[src/rtl/fft_frame_collector_if.sv]
// rtl/fft_frame_collector_if.sv - sample input stream and frame output bundle for fft_frame_collector
interface fft_frame_collector_if #(
    parameter int N   = 16,
    parameter int MSB = 8
);
    logic                 in_valid;
    logic                 in_sof;
    logic [MSB-1:0]       in_re;
    logic [MSB-1:0]       in_im;
    logic                 in_ready;
    logic [N*2*MSB-1:0]   data_bus;
    logic                 start_spi;
    logic                 tx_busy;
    logic                 sync_err;

    // Upstream FFT source / downstream SPI stage view
    modport master (
        output in_valid, in_sof, in_re, in_im,
        input  in_ready, data_bus, start_spi, tx_busy, sync_err
    );

    // Collector view
    modport slave (
        input  in_valid, in_sof, in_re, in_im,
        output in_ready, data_bus, start_spi, tx_busy, sync_err
    );
endinterface

[src/rtl/fft_frame_collector.sv]
// rtl/fft_frame_collector.sv - assembles N FFT bins into a held, flattened frame for the SPI stage
module fft_frame_collector #(
    parameter int N           = 16,
    parameter int MSB         = 8,
    parameter int HOLD_CYCLES = 2048
) (
    input  logic                 clk,
    input  logic                 rst,
    fft_frame_collector_if.slave bus
);
    localparam int IDX_W  = $clog2(N);
    localparam int HOLD_W = $clog2(HOLD_CYCLES + 1);
    localparam int BIN_W  = 2 * MSB;

    localparam logic [IDX_W-1:0]  LAST_IDX  = IDX_W'(N - 1);
    localparam logic [IDX_W-1:0]  AFTER_SOF = IDX_W'(1);
    localparam logic [HOLD_W-1:0] HOLD_LOAD = HOLD_W'(HOLD_CYCLES);

    typedef enum logic {
        FILL = 1'b0,
        FULL = 1'b1
    } state_t;

    state_t              state_q, state_d;
    logic [IDX_W-1:0]    wr_idx_q, wr_idx_d;
    logic [HOLD_W-1:0]   hold_cnt_q, hold_cnt_d;
    logic [N*BIN_W-1:0]  capture_q;
    logic [N*BIN_W-1:0]  data_bus_q;
    logic                start_spi_q;
    logic                sync_err_q;

    logic                accept;
    logic                cap_we;
    logic [IDX_W-1:0]    cap_idx;
    logic                transfer;
    logic                sync_err_d;

    assign bus.in_ready  = (state_q == FILL);
    assign bus.data_bus  = data_bus_q;
    assign bus.start_spi = start_spi_q;
    assign bus.tx_busy   = (hold_cnt_q != '0);
    assign bus.sync_err  = sync_err_q;

    // State register: FILL collects bins, FULL waits for the hold-off to expire
    always_ff @(posedge clk or posedge rst) begin
        if (rst) begin
            state_q <= FILL;
        end else begin
            state_q <= state_d;
        end
    end

    // Next state, write index, capture strobe, transfer decision and hold-off count
    always_comb begin
        state_d    = state_q;
        wr_idx_d   = wr_idx_q;
        cap_we     = 1'b0;
        cap_idx    = wr_idx_q;
        transfer   = 1'b0;
        sync_err_d = 1'b0;
        accept     = bus.in_valid && (state_q == FILL);
        hold_cnt_d = (hold_cnt_q != '0) ? hold_cnt_q - 1'b1 : hold_cnt_q;

        case (state_q)
            FILL: begin
                if (accept) begin
                    cap_we = 1'b1;
                    if (bus.in_sof) begin
                        // Start-of-frame always restarts at bin 0; a partial frame is dropped
                        cap_idx    = '0;
                        wr_idx_d   = AFTER_SOF;
                        sync_err_d = (wr_idx_q != '0);
                    end else if (wr_idx_q == LAST_IDX) begin
                        wr_idx_d = '0;
                        state_d  = FULL;
                    end else begin
                        wr_idx_d = wr_idx_q + 1'b1;
                    end
                end
            end
            FULL: begin
                // Transfer only once the previous frame's hold-off is over; reload starts the next one
                if (hold_cnt_q == '0) begin
                    transfer   = 1'b1;
                    hold_cnt_d = HOLD_LOAD;
                    state_d    = FILL;
                end
            end
        endcase
    end

    // Write index and hold-off counter
    always_ff @(posedge clk or posedge rst) begin
        if (rst) begin
            wr_idx_q   <= '0;
            hold_cnt_q <= '0;
        end else begin
            wr_idx_q   <= wr_idx_d;
            hold_cnt_q <= hold_cnt_d;
        end
    end

    // Capture buffer: bin k holds {im, re} so re lands on word 2k and im on word 2k+1
    always_ff @(posedge clk or posedge rst) begin
        if (rst) begin
            capture_q <= '0;
        end else if (cap_we) begin
            capture_q[cap_idx*BIN_W +: BIN_W] <= {bus.in_im, bus.in_re};
        end
    end

    // Output register: the whole frame moves at once and stays put through the hold-off
    always_ff @(posedge clk or posedge rst) begin
        if (rst) begin
            data_bus_q <= '0;
        end else if (transfer) begin
            data_bus_q <= capture_q;
        end
    end

    // Registered single-cycle pulses for frame start and mid-frame resync
    always_ff @(posedge clk or posedge rst) begin
        if (rst) begin
            start_spi_q <= 1'b0;
            sync_err_q  <= 1'b0;
        end else begin
            start_spi_q <= transfer;
            sync_err_q  <= sync_err_d;
        end
    end
endmodule

[src/flat_wrapper.sv]
// flat-port wrapper written by rule: the top's interface ports become plain ports
module fft_frame_collector_flat 
#(
    parameter int N           = 16,
    parameter int MSB         = 8,
    parameter int HOLD_CYCLES = 2048
)
  (clk, rst, bus_in_valid, bus_in_sof, bus_in_re, bus_in_im, bus_in_ready, bus_data_bus, bus_start_spi, bus_tx_busy, bus_sync_err);
  fft_frame_collector_if #(.N(N), .MSB(MSB)) bus_i ();
  input  logic clk;
  input  logic rst;
  input wire logic [$bits(bus_i.in_valid)-1:0] bus_in_valid;
  input wire logic [$bits(bus_i.in_sof)-1:0] bus_in_sof;
  input wire logic [$bits(bus_i.in_re)-1:0] bus_in_re;
  input wire logic [$bits(bus_i.in_im)-1:0] bus_in_im;
  output wire logic [$bits(bus_i.in_ready)-1:0] bus_in_ready;
  output wire logic [$bits(bus_i.data_bus)-1:0] bus_data_bus;
  output wire logic [$bits(bus_i.start_spi)-1:0] bus_start_spi;
  output wire logic [$bits(bus_i.tx_busy)-1:0] bus_tx_busy;
  output wire logic [$bits(bus_i.sync_err)-1:0] bus_sync_err;
  assign bus_i.in_valid = bus_in_valid;
  assign bus_i.in_sof = bus_in_sof;
  assign bus_i.in_re = bus_in_re;
  assign bus_i.in_im = bus_in_im;
  assign bus_in_ready = bus_i.in_ready;
  assign bus_data_bus = bus_i.data_bus;
  assign bus_start_spi = bus_i.start_spi;
  assign bus_tx_busy = bus_i.tx_busy;
  assign bus_sync_err = bus_i.sync_err;
  fft_frame_collector #(.N(N), .MSB(MSB), .HOLD_CYCLES(HOLD_CYCLES)) u_core (.clk(clk), .rst(rst), .bus(bus_i));
endmodule
[config.mk]
export PLATFORM = sky130hd
export DESIGN_NAME = fft_frame_collector_flat
export DESIGN_NICKNAME = d
export VERILOG_FILES = /design/src/rtl/fft_frame_collector_if.sv /design/src/rtl/fft_frame_collector.sv /design/src/flat_wrapper.sv
export SDC_FILE = /design/constraint.sdc
export NUM_CORES = 1
export LEC_CHECK = 0
export BUFFER_PORTS_ARGS = -buffer_cell sky130_fd_sc_hd__buf_2
export CELL_PAD_IN_SITES_DETAIL_PLACEMENT = 0
export CELL_PAD_IN_SITES_GLOBAL_PLACEMENT = 1
export CORE_MARGIN = 3
export CORE_UTILIZATION = 35
export DETAILED_ROUTE_END_ITERATION = 8
export PLACE_DENSITY_LB_ADDON = 0.1
export REMOVE_ABC_BUFFERS = 1
export SLEW_MARGIN = 40
export SYNTH_ARGS = -nofsm -noshare
export SYNTH_HDL_FRONTEND = slang
export SYNTH_SLANG_ARGS = --single-unit
[constraint.sdc]
create_clock -name clk -period 20.1 [get_ports clk]
set_input_delay 1.005 -clock clk [delete_from_list [all_inputs] [get_ports clk]]
set_output_delay 1.005 -clock clk [all_outputs]
set_load 0.01 [all_outputs]
==> flow_summary_export.csv <==
group,metric,value,unit
sta,rsz0062_at_grt,"false",
power,power_leakage,14.3,nW
placed_design,gp_congestion,0.744,
die,rows,92,
die,coreArea,63200,um^2
sta,fmax,0.225,GHz
die,die_y,259,um
clock_tree,cts_hold_buf,0,
power,seqPwrFrac,46.5,%
logic_synthesis,netlist_area,22400,um^2
logic_synthesis,synth_xor_area_share,0.357,%
logic_synthesis,yosys_most_used_dff,"dfrtp_1",
grt,grt_pass1_wl,88.0,mm
worst_setup_path,endpoint_kind,"flip-flop",
grt,grt_antenna_before_repair,12,
worst_setup_path,path_class,"flip-flop to flip-flop",
logic_synthesis,synth_common_cells,"dfrtp_1, mux2_4, mux2_2",
route,drt-total-wl,58.3,mm
logic_synthesis,synth_area_per_cell,15.7,um^2
worst_setup_path,crit_slowest_cell,"or4b_2",
sta,slew_violations,0,
hold_path,hp-class,"primary input to asynchronous set/reset pin",
logic_synthesis,synth_edf_count,0,
worst_setup_path,crit_chain,"inv_1 -> nor2_2 -> inv_1 -> ha_2 -> nor2b_1 -> o2111ai_2 -> or4b_2 -> mux2_1",
sta,tightest_slew,0.790,ns
sta,post-route-period-util,22.1,%
clock_tree,clk_path_buf_depth,3,
clock_tree,cts.sinks,531,
power,internal_power,1.99,mW
logic_synthesis,synth-seq-area-share,59.3,%
cells_and_area,area_growth,17.5,%
placed_design,dpl.hpwl,37.2,mm
logic_synthesis,synth_area_leader_cell,"dfrtp_1",
route,dr.pass1.iters,4,
worst_setup_path,crit_arrival,4.94,ns
route,routed_via_density,4.75,
clock_tree,cts-htree-levels,2,
logic_synthesis,synth_seq_cells,531,
sta,final.setup.tns,0,ns
logic_synthesis,synth_top_family_by_area,"multiplexers",
worst_setup_path,start_kind,"flip-flop",
status,status,"finished clean",
grt,grt_max_degree,124,
worst_setup_path,critPathTopFamily,"simple AND/OR/NAND/NOR gates",
cells_and_area,fill_cells,5888,
sta,relSlewSlack,47.4,%
logic_synthesis,yosysTopAreaCellShare,59.3,%
clock_tree,clk_latency,0.61,ns
logic_synthesis,synth_compound_area_share,2.76,%
sta,setup_violations,0,
cells_and_area,final_nets,1734,
power,powerDensity,105,nW/um^2
placed_design,port_buffers,279,
clock_tree,cts-buffers-inserted,59,
logic_synthesis,synthSimpleGateAreaFrac,5.26,%
logic_synthesis,yosysWarnings,0,
sta,fin_worst_skew,0.0127,ns
grt,first_global_vias,13200,
die,die_area,67100,um^2
logic_synthesis,synthMostInstantiatedCell,"dfrtp_1",
power,combPwrFrac,15.4,%
worst_setup_path,r2r_cells,8,
clock_tree,cts_root_buffer,"clkbuf_16",
logic_synthesis,netlist_instances,1430,
worst_setup_path,path_buf_inv,2,
power,clkPwrFrac,38.2,%
logic_synthesis,synth-async-reset-ratio,100,%
worst_setup_path,cp.depth,8,
route,vias,12400,
sta,finalWorstPathRequiredPeriod,4.45,ns
grt,gr-total-overflow,0,
route,drtIter0Drc,614,
sta,hold_violations,0,
logic_synthesis,synth_cell_types,55,
die,die_w,259,um
grt,grt_use_total,17.4,%
run,cap_viol_max_count,0,
route,route.detailed.wl_per_inst,22.4,um
power,switching_share,28.3,%
power,max-vdd-ir-drop,0.0605,mV
worst_setup_path,crit_fanout,29,
logic_synthesis,synthMuxAreaShare,27.9,%
logic_synthesis,ys_top_cells_by_area,"dfrtp_1, mux2_4, mux2_2, buf_12, o31ai_1",
route,drtAntennaViolNets,0,
worst_setup_path,path_common_cell,"inv_1",
worst_setup_path,cp_slowest_stage_delay,1.01,ns
clock_tree,cts_resized,0,
power,power.total,2.77,mW
die,initial_core_util,35.5,%
clock_tree,clk_pin_slew,0.06,ns
cells_and_area,drive_gt1_share,49.3,%
clock_tree,cts_setup_buffers,0,
worst_setup_path,required,20.59,ns
power,switching_power,0.785,mW
die,ios,280,
logic_synthesis,synth_fa_ha_area_share,0.335,%
clock_tree,cts_tree,"yes",
route,drc,0,
kinds of logic after synthesis:
logic type | Yosys count
mux | 475
simple gates | 198
buf+inv | 113
fa+ha+maj | 6
xor+xnor | 7
compound gates | 100
flops | 531
layout make-up:
| cell class | count | area (um^2) | share of cell area, % |
|---|---|---|---|
| clock inverters | 17 | 149 | 0.565 |
| repair buffers | 303 | 1710 | 6.48 |
| flip-flops and latches | 531 | 13300 | 50.5 |
| diodes | 8 | 20.0 | 0.0760 |
| clock buffers | 88 | 1750 | 6.63 |
| multi-input cells | 786 | 8260 | 31.3 |
| well taps | 846 | 1060 | 4.02 |
| inverters | 27 | 114 | 0.432 |
per-layer routing:
metal  vias to the layer above  GRT usage [%]  part of all wire, %
li1                       5623              -                    -
met1                      6408           23.6                   45
met2                       279           28.1                   47
met3                        75           3.98                  5.3
met4                         0           4.50                  2.2
met5                         -              0                    0
cells in the final DEF (no fill, tap or decap), types with 3 or more instances in the layout:
master and instances:
buf_2 279, mux2_2 188, o31ai_1 40, buf_16 4, nor3_1 11, nor2b_1 5
buf_12 3, clkbuf_16 59, nand2b_1 7, clkbuf_1 13, xor2_1 4, clkinvlp_4 4
o21ai_0 46, buf_4 14, mux2i_1 17, inv_1 25, a21oi_1 7, mux2_4 250
nand3b_1 5, and2_1 31, or2_2 4, nor4_1 3, dfrtp_1 530, mux2_1 20
nor2_2 3, clkbuf_8 17, nand2_1 48, nor2_1 7, and3_1 37, clkinv_2 10
ha_1 5, diode_2 8, nand3_1 9
sequential cells by signal (all words and copies together) (netlist names):
name and flops:
u_core.bus.sync_err 1, u_core.capture_q 256, u_core.bus.data_bus 256, u_core.state_q 1, u_core.wr_idx_q 4, u_core.hold_cnt_q 12, u_core.bus.start_spi 1
stage by stage:
| stage | cell area [um^2] | cells | setup slack (ns) | hold slack, ns | utilization (%) |
|---|---|---|---|---|---|
| after floorplan | 21600 | 1344 | 4.26 | 0.464 | - |
| after global placement | 24200 | 2484 | 13.98 | 0.477 | 38.4 |
| after detailed placement | 24400 | 2492 | 14.93 | 0.485 | 38.6 |
| after CTS | 26300 | 2597 | 15.16 | 0.499 | 41.6 |
| after global routing | 26300 | 2598 | 15.38 | 0.487 | 41.6 |
| final | 26300 | 2606 | 15.65 | 0.464 | 41.7 |
power by group through the flow:
stage / sequential [mW] / combinational, mW / clock, mW
final: 1.29 / 0.426 / 1.06
after global routing: 1.31 / 0.476 / 1.14
after CTS: 1.29 / 0.433 / 1.10
after detailed placement: 1.31 / 0.432 / 0
after global placement: 1.31 / 0.416 / 0
after floorplan: 1.27 / 0.300 / 0
path summary, 6_finish.rpt:
kind,start,to,slack [ns]
worst min-delay path,rst,u_core.bus.data_bus[202],0.46
max in group asynchronous,rst,u_core.capture_q[13],18.16
worst min register to register,u_core.capture_q[161],u_core.capture_q[161],0.49
worst max-delay path,u_core.wr_idx_q[0],u_core.capture_q[164],15.65
worst max register to register,u_core.wr_idx_q[0],u_core.capture_q[164],15.65
min in group clk,u_core.capture_q[161],u_core.capture_q[161],0.49
Note: power is estimated with default switching activity, not from simulation.
